File: config.mk
export PLATFORM = sky130hd
export DESIGN_NAME = mmc_dat_rx
export DESIGN_NICKNAME = d
export VERILOG_FILES = /design/src/rtl/mmc_dat_rx.sv
export SDC_FILE = /design/constraint.sdc
export NUM_CORES = 1
export LEC_CHECK = 0
export BUFFER_PORTS_ARGS = -buffer_cell sky130_fd_sc_hd__buf_2
export CAP_MARGIN = 40
export CORE_ASPECT_RATIO = 0.75
export CORE_MARGIN = 1
export CORE_UTILIZATION = 61
export CTS_CLUSTER_DIAMETER = 100
export DETAILED_ROUTE_END_ITERATION = 16
export PLACE_DENSITY_LB_ADDON = 0.2
export REMOVE_ABC_BUFFERS = 1
export SLEW_MARGIN = 30
export SYNTH_ARGS = -nofsm -noshare
export SYNTH_HDL_FRONTEND = slang
export SYNTH_SLANG_ARGS = --single-unit
File: constraint.sdc
create_clock -name clk -period 2.6 [get_ports clk]
set_clock_uncertainty 0.05 [all_clocks]
set_input_delay 0.13 -clock clk [delete_from_list [all_inputs] [get_ports clk]]
set_output_delay 0.13 -clock clk [all_outputs]
set_load 0.1 [all_outputs]
File: src/rtl/mmc_dat_rx.sv
// DAT0 receive path for 1-bit MMC mode: start-bit hunt, MSB-first byte
// deserialisation, CRC16-CCITT accumulation, trailing CRC capture and end-bit check.
module mmc_dat_rx #(
  parameter int BLOCK_BYTES = 512,
  parameter int TIMEOUT     = 65535
) (
  input  logic       clk,
  input  logic       rst,
  input  logic       bit_en,
  input  logic       dat_i,
  input  logic       rx_start,
  output logic       busy,
  output logic [7:0] byte_out,
  output logic       byte_vld,
  output logic       done,
  output logic       crc_ok,
  output logic       crc_err,
  output logic       end_err,
  output logic       timeout
);

  localparam logic [2:0] ST_IDLE  = 3'd0;
  localparam logic [2:0] ST_WAIT  = 3'd1;
  localparam logic [2:0] ST_DATA  = 3'd2;
  localparam logic [2:0] ST_CRC   = 3'd3;
  localparam logic [2:0] ST_END   = 3'd4;

  localparam logic [11:0] LAST_BYTE = 12'(BLOCK_BYTES - 1);
  localparam logic [15:0] LAST_WAIT = 16'(TIMEOUT - 1);

  logic [2:0]  state_reg,    state_next;
  logic [15:0] wait_cnt_reg, wait_cnt_next;
  logic [2:0]  bit_cnt_reg,  bit_cnt_next;
  logic [11:0] byte_cnt_reg, byte_cnt_next;
  logic [3:0]  crc_cnt_reg,  crc_cnt_next;
  logic [7:0]  shift_reg,    shift_next;
  logic [15:0] crc_reg,      crc_next;
  logic [15:0] rx_crc_reg,   rx_crc_next;
  logic        busy_reg,     busy_next;
  logic [7:0]  byte_out_reg, byte_out_next;
  logic        byte_vld_reg, byte_vld_next;
  logic        done_reg,     done_next;
  logic        crc_ok_reg,   crc_ok_next;
  logic        crc_err_reg,  crc_err_next;
  logic        end_err_reg,  end_err_next;
  logic        timeout_reg,  timeout_next;

  logic [7:0]  shift_in;
  logic [15:0] crc_step;

  // One serial step of x^16+x^12+x^5+1, MSB-first.
  always_comb begin
    crc_step = {crc_reg[14:0], 1'b0};
    if (dat_i ^ crc_reg[15]) begin
      crc_step = crc_step ^ 16'h1021;
    end
  end

  assign shift_in = {shift_reg[6:0], dat_i};

  always_comb begin
    state_next    = state_reg;
    wait_cnt_next = wait_cnt_reg;
    bit_cnt_next  = bit_cnt_reg;
    byte_cnt_next = byte_cnt_reg;
    crc_cnt_next  = crc_cnt_reg;
    shift_next    = shift_reg;
    crc_next      = crc_reg;
    rx_crc_next   = rx_crc_reg;
    busy_next     = busy_reg;
    byte_out_next = byte_out_reg;
    byte_vld_next = 1'b0;
    done_next     = 1'b0;
    crc_ok_next   = crc_ok_reg;
    crc_err_next  = crc_err_reg;
    end_err_next  = end_err_reg;
    timeout_next  = timeout_reg;

    case (state_reg)
      ST_IDLE: begin
        if (rx_start) begin
          state_next    = ST_WAIT;
          crc_next      = 16'h0000;
          crc_ok_next   = 1'b0;
          crc_err_next  = 1'b0;
          end_err_next  = 1'b0;
          timeout_next  = 1'b0;
          wait_cnt_next = 16'h0000;
          busy_next     = 1'b1;
        end
      end

      ST_WAIT: begin
        if (bit_en) begin
          if (!dat_i) begin
            state_next    = ST_DATA;
            bit_cnt_next  = 3'd7;
            byte_cnt_next = 12'd0;
          end else if (wait_cnt_reg == LAST_WAIT) begin
            state_next   = ST_IDLE;
            timeout_next = 1'b1;
            done_next    = 1'b1;
            busy_next    = 1'b0;
          end else begin
            wait_cnt_next = wait_cnt_reg + 16'd1;
          end
        end
      end

      ST_DATA: begin
        if (bit_en) begin
          shift_next = shift_in;
          crc_next   = crc_step;
          if (bit_cnt_reg == 3'd0) begin
            byte_out_next = shift_in;
            byte_vld_next = 1'b1;
            bit_cnt_next  = 3'd7;
            if (byte_cnt_reg == LAST_BYTE) begin
              state_next   = ST_CRC;
              crc_cnt_next = 4'd15;
            end else begin
              byte_cnt_next = byte_cnt_reg + 12'd1;
            end
          end else begin
            bit_cnt_next = bit_cnt_reg - 3'd1;
          end
        end
      end

      ST_CRC: begin
        // The computed CRC stays frozen while the card's copy shifts in.
        if (bit_en) begin
          rx_crc_next = {rx_crc_reg[14:0], dat_i};
          if (crc_cnt_reg == 4'd0) begin
            state_next = ST_END;
          end else begin
            crc_cnt_next = crc_cnt_reg - 4'd1;
          end
        end
      end

      ST_END: begin
        if (bit_en) begin
          crc_err_next = (rx_crc_reg != crc_reg);
          end_err_next = ~dat_i;
          crc_ok_next  = (rx_crc_reg == crc_reg) & dat_i;
          done_next    = 1'b1;
          busy_next    = 1'b0;
          state_next   = ST_IDLE;
        end
      end

      default: begin
        state_next = ST_IDLE;
        busy_next  = 1'b0;
      end
    endcase
  end

  always_ff @(posedge clk or negedge rst) begin
    if (!rst) begin
      state_reg    <= ST_IDLE;
      wait_cnt_reg <= 16'h0000;
      bit_cnt_reg  <= 3'd0;
      byte_cnt_reg <= 12'd0;
      crc_cnt_reg  <= 4'd0;
      shift_reg    <= 8'h00;
      crc_reg      <= 16'h0000;
      rx_crc_reg   <= 16'h0000;
      busy_reg     <= 1'b0;
      byte_out_reg <= 8'h00;
      byte_vld_reg <= 1'b0;
      done_reg     <= 1'b0;
      crc_ok_reg   <= 1'b0;
      crc_err_reg  <= 1'b0;
      end_err_reg  <= 1'b0;
      timeout_reg  <= 1'b0;
    end else begin
      state_reg    <= state_next;
      wait_cnt_reg <= wait_cnt_next;
      bit_cnt_reg  <= bit_cnt_next;
      byte_cnt_reg <= byte_cnt_next;
      crc_cnt_reg  <= crc_cnt_next;
      shift_reg    <= shift_next;
      crc_reg      <= crc_next;
      rx_crc_reg   <= rx_crc_next;
      busy_reg     <= busy_next;
      byte_out_reg <= byte_out_next;
      byte_vld_reg <= byte_vld_next;
      done_reg     <= done_next;
      crc_ok_reg   <= crc_ok_next;
      crc_err_reg  <= crc_err_next;
      end_err_reg  <= end_err_next;
      timeout_reg  <= timeout_next;
    end
  end

  assign busy     = busy_reg;
  assign byte_out = byte_out_reg;
  assign byte_vld = byte_vld_reg;
  assign done     = done_reg;
  assign crc_ok   = crc_ok_reg;
  assign crc_err  = crc_err_reg;
  assign end_err  = end_err_reg;
  assign timeout  = timeout_reg;

endmodule

**Yosys cells after proc, flatten, opt, wreduce, memory -nomap -nowiden**

Index checks and enable logic that the tools add are counted.

- $add $sub $neg: 4
- Equal/unequal tests: 23
- Mux-type cells: 61
- Bitwise gates (word level): 5
- Reduce and logical (&&, ||, !) cells: 21

Operator list:

| operator | count |
|---|---|
| 2-to-1 mux 16 bit | 5 |
| case mux 16 bit (2 select lines) | 2 |
| 2-to-1 mux 12 bit | 5 |
| 2-to-1 mux 3 bit | 14 |
| != test 2 bit, second input constant | 14 |
| case mux 12 bit (2 select lines) | 1 |
| 2-to-1 mux 4 bit | 5 |
| 2-to-1 mux 1 bit | 19 |
| AND reduction 6 bit | 3 |
| adder 16 x 1 -> 16 bit, second input constant | 1 |
| equality test 16 bit | 1 |
| equality test 16 bit, second input constant | 1 |
| != test 16 bit | 1 |
| case mux 3 bit (5 select lines) | 1 |
| 2-to-1 mux 13 bit | 1 |
| adder 12 x 1 -> 12 bit, second input constant | 1 |
| equality test 12 x 9 -> 1 bit, second input constant | 1 |
| case mux 1 bit (2 select lines) | 5 |
| AND reduction 5 bit | 2 |
| nonzero test 2 bit | 5 |
| AND reduction 3 bit | 3 |
| AND reduction 9 bit | 1 |
| case mux 4 bit (2 select lines) | 1 |
| equality test 3 x 2 -> 1 bit, second input constant | 2 |
| other kinds (16) | 19 |

- Register bits after elaboration: 92
- Input port bits: 5
- Output and inout port bits: 15
- Logic and storage cells: 130

**Logic depth before layout (Yosys ltp)**

Gate-level depths: netlist of the first run.

- Depth in word-level cells: 5
- Gate-level depth with buffers: 8
- Gate-level depth less buffers: 7

**Least setup slack after synthesis of the first run**

OpenSTA, ideal clock, no wires.

- Path type: register -> register
- From: register byte_cnt_reg[0]
- To: register state_reg[0]
- Library setup time: 0.125 ns
- Arrival: 1.704 ns
- Required time: 2.425 ns
- Slack: 0.721 ns
- Stages on the path, launching flop included: 7
- Buffers on the path: 0
- Clock period less this slack: 1.879 ns
- Cell sequence: dfrtp_1 -> ha_1 -> nor4b_4 -> nand3_4 -> a221oi_2 -> o221ai_2 -> mux2_4

- Longest elaborated chain between the ends: 3

Ends and longest elaborated chain:

| what | RTL line | RTL |
|---|---|---|
| from (decl) | 34 | `logic [11:0] byte_cnt_reg, byte_cnt_next;` |
| from (signal assigned) | 182 | `byte_cnt_reg <= byte_cnt_next;` |
| equality test 12 x 9 -> 1 bit | 118 | `if (byte_cnt_reg == LAST_BYTE) begin` |
| != test 2 bit (no source line) | -- |  |
| AND reduction 9 bit (no source line) | -- |  |
| to (signal assigned) | 179 | `state_reg <= state_next;` |
| to (decl) | 31 | `logic [2:0] state_reg, state_next;` |

Every way passes these cells.
A chain may end at the register's enable or synchronous reset.

**Worst setup path in the final report of the first run**

- From: register state_reg[1]
- To: register byte_cnt_reg[9]

- Longest elaborated chain between the ends: 3
- Elaborated cells between the ends (all ways): 10
- Classes of those cells: eq/ne (7); mux (1); reduce/logical (2)

Ends and longest elaborated chain:

| what | RTL line | RTL |
|---|---|---|
| equality test 3 x 2 -> 1 bit or equality test 3 x 1 -> 1 bit (tied branches) | 79 | `case (state_reg)` |
| != test 2 bit (no source line) or nonzero test 2 bit (tied branches) | -- |  |
| AND reduction 6 bit (no source line) | -- |  |

Several ways; a longest one is shown, not always the timed one.

==> results of run 1 <==
Yosys cell counts, drive strengths merged, types with 2 or more instances:
cell type,number
nand2b,3
a31oi,7
o21a,2
nor3,5
a21o,6
a22o,21
or3,7
ha,6
dfrtp,92
mux2i,5
nor4,9
a21oi,26
nand2,48
and2,5
nand3b,2
nor3b,7
nand3,13
or4,3
and3,7
nor2,16
buf,16
clkbuf,5
o31ai,6
xor2,19
o21ai,23
nor2b,6
nand4,9
a221oi,2
o22ai,7
inv,7
mux2,28
per-layer routing:
layer  global-route usage, %  up-vias  share of wire [%]
met3                    6.76        5                4.4
met2                    37.3       74                 45
met4                    5.14        0               0.68
li1                        -     1610                  -
met1                    36.0     1629                 49
met5                       0        -                  0
logic make-up (layout without fill, tap and decap cells):
group	Yosys count	in the layout
simple gates	145	145
xor+xnor	19	19
compound gates	107	107
buf+inv	28	47
mux	33	33
flops	92	92
fa+ha+maj	6	6
area by class of cell:
class	count	area share, %
inverter	7	0.528
timing repair buffer	24	3.01
clock inverter	6	1.43
multi-input combinational	310	43.7
sequential	92	46.2
clock buffer	10	2.56
tap	101	2.54
power groups by stage:
| stage | clock (W) | combinational (W) | sequential [W] |
|---|---|---|---|
| floorplan | 0 | 0.000929 | 0.00203 |
| global placement | 0 | 0.00136 | 0.00193 |
| finish | 0.000972 | 0.00138 | 0.00192 |
| detailed placement | 0 | 0.00139 | 0.00195 |
| CTS | 0.00100 | 0.00139 | 0.00192 |
| global route | 0.00105 | 0.00152 | 0.00196 |
worst min path at each step:
stage	start	endpoint	slack [ns]	cells past startpoint
3_3_place_gp	rst	byte_cnt_reg[6]	0.09	1
5_1_grt	bit_en	done	0.09	2
4_1_cts	dat_i	byte_out[0]	0.06	3
6_report	dat_i	byte_out[0]	0.07	3
3_5_place_dp	rst	byte_cnt_reg[8]	0.09	1
2_1_floorplan	rst	bit_cnt_reg[0]	-0.22	0
worst register-to-register path: cells and delay by family, from the launching register on:
family | cells | cell delay (ns)
simple gates | 2 | 0.55
compound gates | 3 | 0.82
flops | 1 | 0.63
per-stage QoR:
step,hold slack [ns],instances
after floorplan,-0.216,409
after global placement,0.0899,533
after detailed placement,0.0905,533
after CTS,0.0632,550
after global routing,0.0870,550
final,0.0708,550
repair_timing:
item	in CTS	in global routing
hold buffers	1	0
endpoints found under the hold margin	39	0
endpoints found under the setup margin	0	0
==> flow_summary.yaml, run 1 <==
synth:
  synth-simple-area-share_pct: 17.6
  ys.flop_type: "dfrtp_1"
  synthesis.instances: 430
  synth_edf_count: 0
  muxShareOfSynthArea_pct: 8.07
  synth_top_area_share_pct: 49.8
  synth-compound-area-share_pct: 16.2
  synth_cell_types: 58
  ys_seq_area_share_pct: 49.8
  synth_top_family_by_area: "simple AND/OR/NAND/NOR gates"
  synth_area_leaders: "dfrtp_1, mux2_2, a22o_1, nand2_1, xor2_1"
  synth-xor-area-share_pct: 3.60
  ys_warn_count: 0
  synthesis.area_sq_um: 4620
  synth_fa_ha_area_share_pct: 1.63
  synth_seq_cells: 92
  avgSynthCellArea_sq_um: 10.7
  async_reset_ff_share_pct: 100
  yosysTopAreaCell: "dfrtp_1"
pwr:
  leakage_nw: 2.42
  clkPwrFrac_pct: 22.7
  seq_power_share_pct: 45.0
  comb_power_share_pct: 32.3
  sw_frac_of_total_pct: 38.0
  peakVddDrop_uv: 670
  p_sw_w: 0.00163
  finalPower_w: 0.00428
  power.density_nw_per_um2: 859
  p_int_w: 0.00266
timing:
  setup_ws_ns: 0.451
  period_minus_slack_ns: 2.15
  setup_viol: 0
  relSlewSlack_pct: 51.8
  rsz0062_at_grt: "false"
  max_freq_mhz: 465
  timing.final.crit_share_pct: 82.7
  tightest_slew_ns: 0.715
  timing_hold_violations_final: 0
  finalSetupTns_ns: 0
  final_max_slew_viol_count: 0
cts:
  clock_sinks: 92
  post_cts.repair.setup_buffers: 0
  cts_buffers: 9
  cts_tree: "done"
  clkLatencyLatePin_ns: 0.36
  cts.clk_slew.worst_paths_ns: 0.10
  clk_root_buffer_cell: "clkbuf_8"
  post_cts_resized: 0
  clk_path_buf_depth: 2
  h-tree-depth: 3
placement:
  gp_congestion: 0.887
  dp_hpwl_um: 6130
  place_area_sq_um: 4770
  dp_slack_ns: 0.478
  portBuffers: 19
worst_setup_path:
  path_delay_family: "compound AO/OA/AOI/OAI gates"
  crit_buf_inv: 0
  reg2reg_depth: 5
  crit_type: "register to register"
  cp-startpoint: "state_reg[1]"
  critPathCapture: "byte_cnt_reg[9]"
  cp.arrival_ns: 2.37
  endpoint_kind: "register"
  r2r_end: "byte_cnt_reg[9]"
  critPathMaxStageDelay_ns: 0.63
  worst-r2r-setup-slack_ns: 0.45
  critPathLaunchType: "register"
  worst_ep_required_time_ns: 2.82
  path_max_fanout: 18
  r2r_start: "state_reg[1]"
  crit_chain: "nor2b_1, or2b_1, a21oi_2, o21ai_0, a21oi_1"
  crit_slowest_cell: "dfrtp_1"
  cp_num_cells: 5
floorplan:
  start_util_pct: 63.0
  die_w_um: 102
  ios: 20
  dieArea_sq_um: 7930
  die_h_um: 77.4
  core_area_sq_um: 7330
  std_cell_rows: 27
run_status:
  status: "completed"
routing:
  drt_pass1_iterations: 4
  drc: 0
  ant_nets: 0
  vias: 3318
  wl_per_cell_um: 16.3
  drt-total-wl_um: 8960
  first_iter_violations: 160
  viasPerCell: 6.03
layout:
  stdcell_area_sq_um: 4980
  syn2layout_area_growth_pct: 7.83
  fin_util_pct: 67.9
  diodes: 0
  drive_above_1_share_pct: 18.7
  most-common-layout-cells: "dfrtp_1, nand2_1, mux2_2"
  mostFrequentLayoutCell: "dfrtp_1"
  multi_input_area_sq_um: 2180
  fillers: 578
  nets: 455
  regArea_sq_um: 2300
grt:
  grt.overflow.total: 0
  grt_use_total_pct: 24.8
  antenna_found_initial: 0
  grt_pass1_vias: 3190
  grt_pass1_wl_um: 15300
  grt_max_degree: 54
flow_run:
  cap_violations: 0
worst_hold_path:
  hp-class: "primary input to register"
Note: power is estimated with default switching activity, not from simulation.
==> run 2, diff against run 1 <==
Settings changed: CORE_UTILIZATION 61 to 55.
Clock period 2.6 ns to 1.9 ns, I/O delays scaled along.
==> run 2 against run 1 <==
  * Global-route usage increased by 0.67 points
  * Power rose by 51%
  * Worst setup slack got worse by 0.45 ns
  * Final cell count increased by 12%
  * Routed wire length grew 16%
  * Combinational power is 89% higher
  * First-iteration DRC count increased by 41%
  * Register-to-register slack worse by 0.45 ns
  * Die area increased by 11%
  * Sequential power grew 33%
  * Utilization increased by 2.0 points
==> flow_summary.yaml, run 2 (synthesized netlist as in run 1, its figures left out) <==
routing:
  first_iter_violations: 225
  ant_nets: 0
  vias: 3651
  drt-total-wl_um: 10400
  drc: 0
  drt_pass1_iterations: 5
  wl_per_cell_um: 16.8
  viasPerCell: 5.94
run_status:
  status: "completed"
pwr:
  p_int_w: 0.00403
  clkPwrFrac_pct: 20.1
  power.density_nw_per_um2: 1150
  sw_frac_of_total_pct: 37.6
  comb_power_share_pct: 40.4
  leakage_nw: 2.77
  peakVddDrop_uv: 773
  p_sw_w: 0.00243
  seq_power_share_pct: 39.6
cts:
  cts.clk_slew.worst_paths_ns: 0.10
  cts_buffers: 9
  clk_path_buf_depth: 2
  clkLatencyLatePin_ns: 0.37
  clock_sinks: 92
  clk_root_buffer_cell: "clkbuf_8"
  cts_tree: "done"
  h-tree-depth: 3
placement:
  place_area_sq_um: 5180
  dp_hpwl_um: 7090
  dp_slack_ns: -0.0554
  portBuffers: 19
  gp_congestion: 0.837
layout:
  stdcell_area_sq_um: 5610
  nets: 516
  mostFrequentLayoutCell: "dfrtp_1"
  fillers: 590
  diodes: 0
  drive_above_1_share_pct: 32.0
  regArea_sq_um: 2300
  multi_input_area_sq_um: 2310
  most-common-layout-cells: "dfrtp_1, buf_4, nand2_1"
  syn2layout_area_growth_pct: 21.5
floorplan:
  std_cell_rows: 28
  start_util_pct: 57.6
  die_h_um: 81.4
  core_area_sq_um: 8020
  ios: 20
  die_w_um: 108
  dieArea_sq_um: 8770
timing:
  final_max_slew_viol_count: 0
  hold_ws_ns: 0.0148
  max_freq_mhz: 527
  rsz0062_at_grt: "true"
  tightest_slew_ns: 0.495
  period_minus_slack_ns: 1.90
  timing_hold_violations_final: 0
  setup_ws_ns: 0.00375
  relSlewSlack_pct: 67.2
  setup_viol: 0
  timing.final.crit_share_pct: 99.8
worst_setup_path:
  endpoint_kind: "register"
  crit_chain: "ha_2, nor4b_4, nand3_4, a221oi_4, o221ai_2, mux2_4"
  worst_ep_required_time_ns: 2.11
  crit_type: "register to register"
  crit_slowest_cell: "dfrtp_1"
  cp.arrival_ns: 2.11
  path_max_fanout: 4
  path_delay_family: "compound AO/OA/AOI/OAI gates"
  critPathLaunchType: "register"
  crit_buf_inv: 0
  critPathMaxStageDelay_ns: 0.37
grt:
  grt_use_total_pct: 25.5
  grt_pass1_vias: 3578
  grt.overflow.total: 0
  grt_pass1_wl_um: 17000
  antenna_found_initial: 0
  grt_max_degree: 40
flow_run:
  cap_violations: 0
worst_hold_path:
  hp-class: "primary input to register"
run 2: timing repair:
action                                 in CTS  in global routing
buffers inserted                            0                 10
gates resized for setup                     8                 25
hold buffers                                1                  0
endpoints found under the hold margin      68                  0
pin swaps                                   4                  8
cloned                                      0                  1
setup endpoints to repair                  10                 36
run 2: metal layers:
layer | GRT usage, % | vias up | wire length, um
met2 | 39.9 | 98 | 4790
met3 | 5.46 | 18 | 407
met1 | 35.0 | 1803 | 4990
met4 | 9.59 | 0 | 175
met5 | 0 | - | 0
li1 | - | 1732 | -
run 2: worst paths after layout:
path | endpoint | depth (start not counted) | startpoint | slack (ns)
worst max-delay path | state_reg[0] | 6 | byte_cnt_reg[0] | 0.004
worst min-delay path | byte_out[0] | 3 | dat_i | 0.01
worst max register to register | state_reg[0] | 6 | byte_cnt_reg[0] | 0.004
worst min register to register | wait_cnt_reg[15] | 1 | wait_cnt_reg[15] | 0.44
max in group asynchronous | wait_cnt_reg[2] | 3 | rst | 1.00
min in group asynchronous | bit_cnt_reg[0] | 2 | rst | 0.14
run 2: metrics by stage:
step                      util [%]  std cells  TNS [ns]  power, W
after floorplan                  -        409    -17.14   0.00405
after global placement        64.5        587         0   0.00487
after detailed placement      64.5        587    -0.164   0.00496
after CTS                     67.6        604   -0.0748   0.00631
after global routing          69.9        615    -0.272   0.00684
final                         69.9        615         0   0.00646
run 2: cell type report:
cell class,count,share of cell area [%]
Clock buffer,12,2.94
Timing Repair Buffer,84,11.4
Clock inverter,4,0.535
Sequential cell,92,41.1
Inverter,7,0.468
Multi-Input combinational cell,311,41.2
Tap cell,105,2.34
run 2: power groups by stage:
stage	Sequential, W	Clock (W)	Combinational (W)
2_1_floorplan	0.00278	0	0.00127
3_3_place_gp	0.00254	0	0.00233
3_5_place_dp	0.00256	0	0.00239
4_1_cts	0.00253	0.00133	0.00245
5_1_grt	0.00260	0.00140	0.00283
6_report	0.00256	0.00130	0.00261
run 2: worst min-delay path, cell delays in order:
cell and delay [ns]:
buf_2 0.18, nand2_1 0.08, nand2_1 0.04
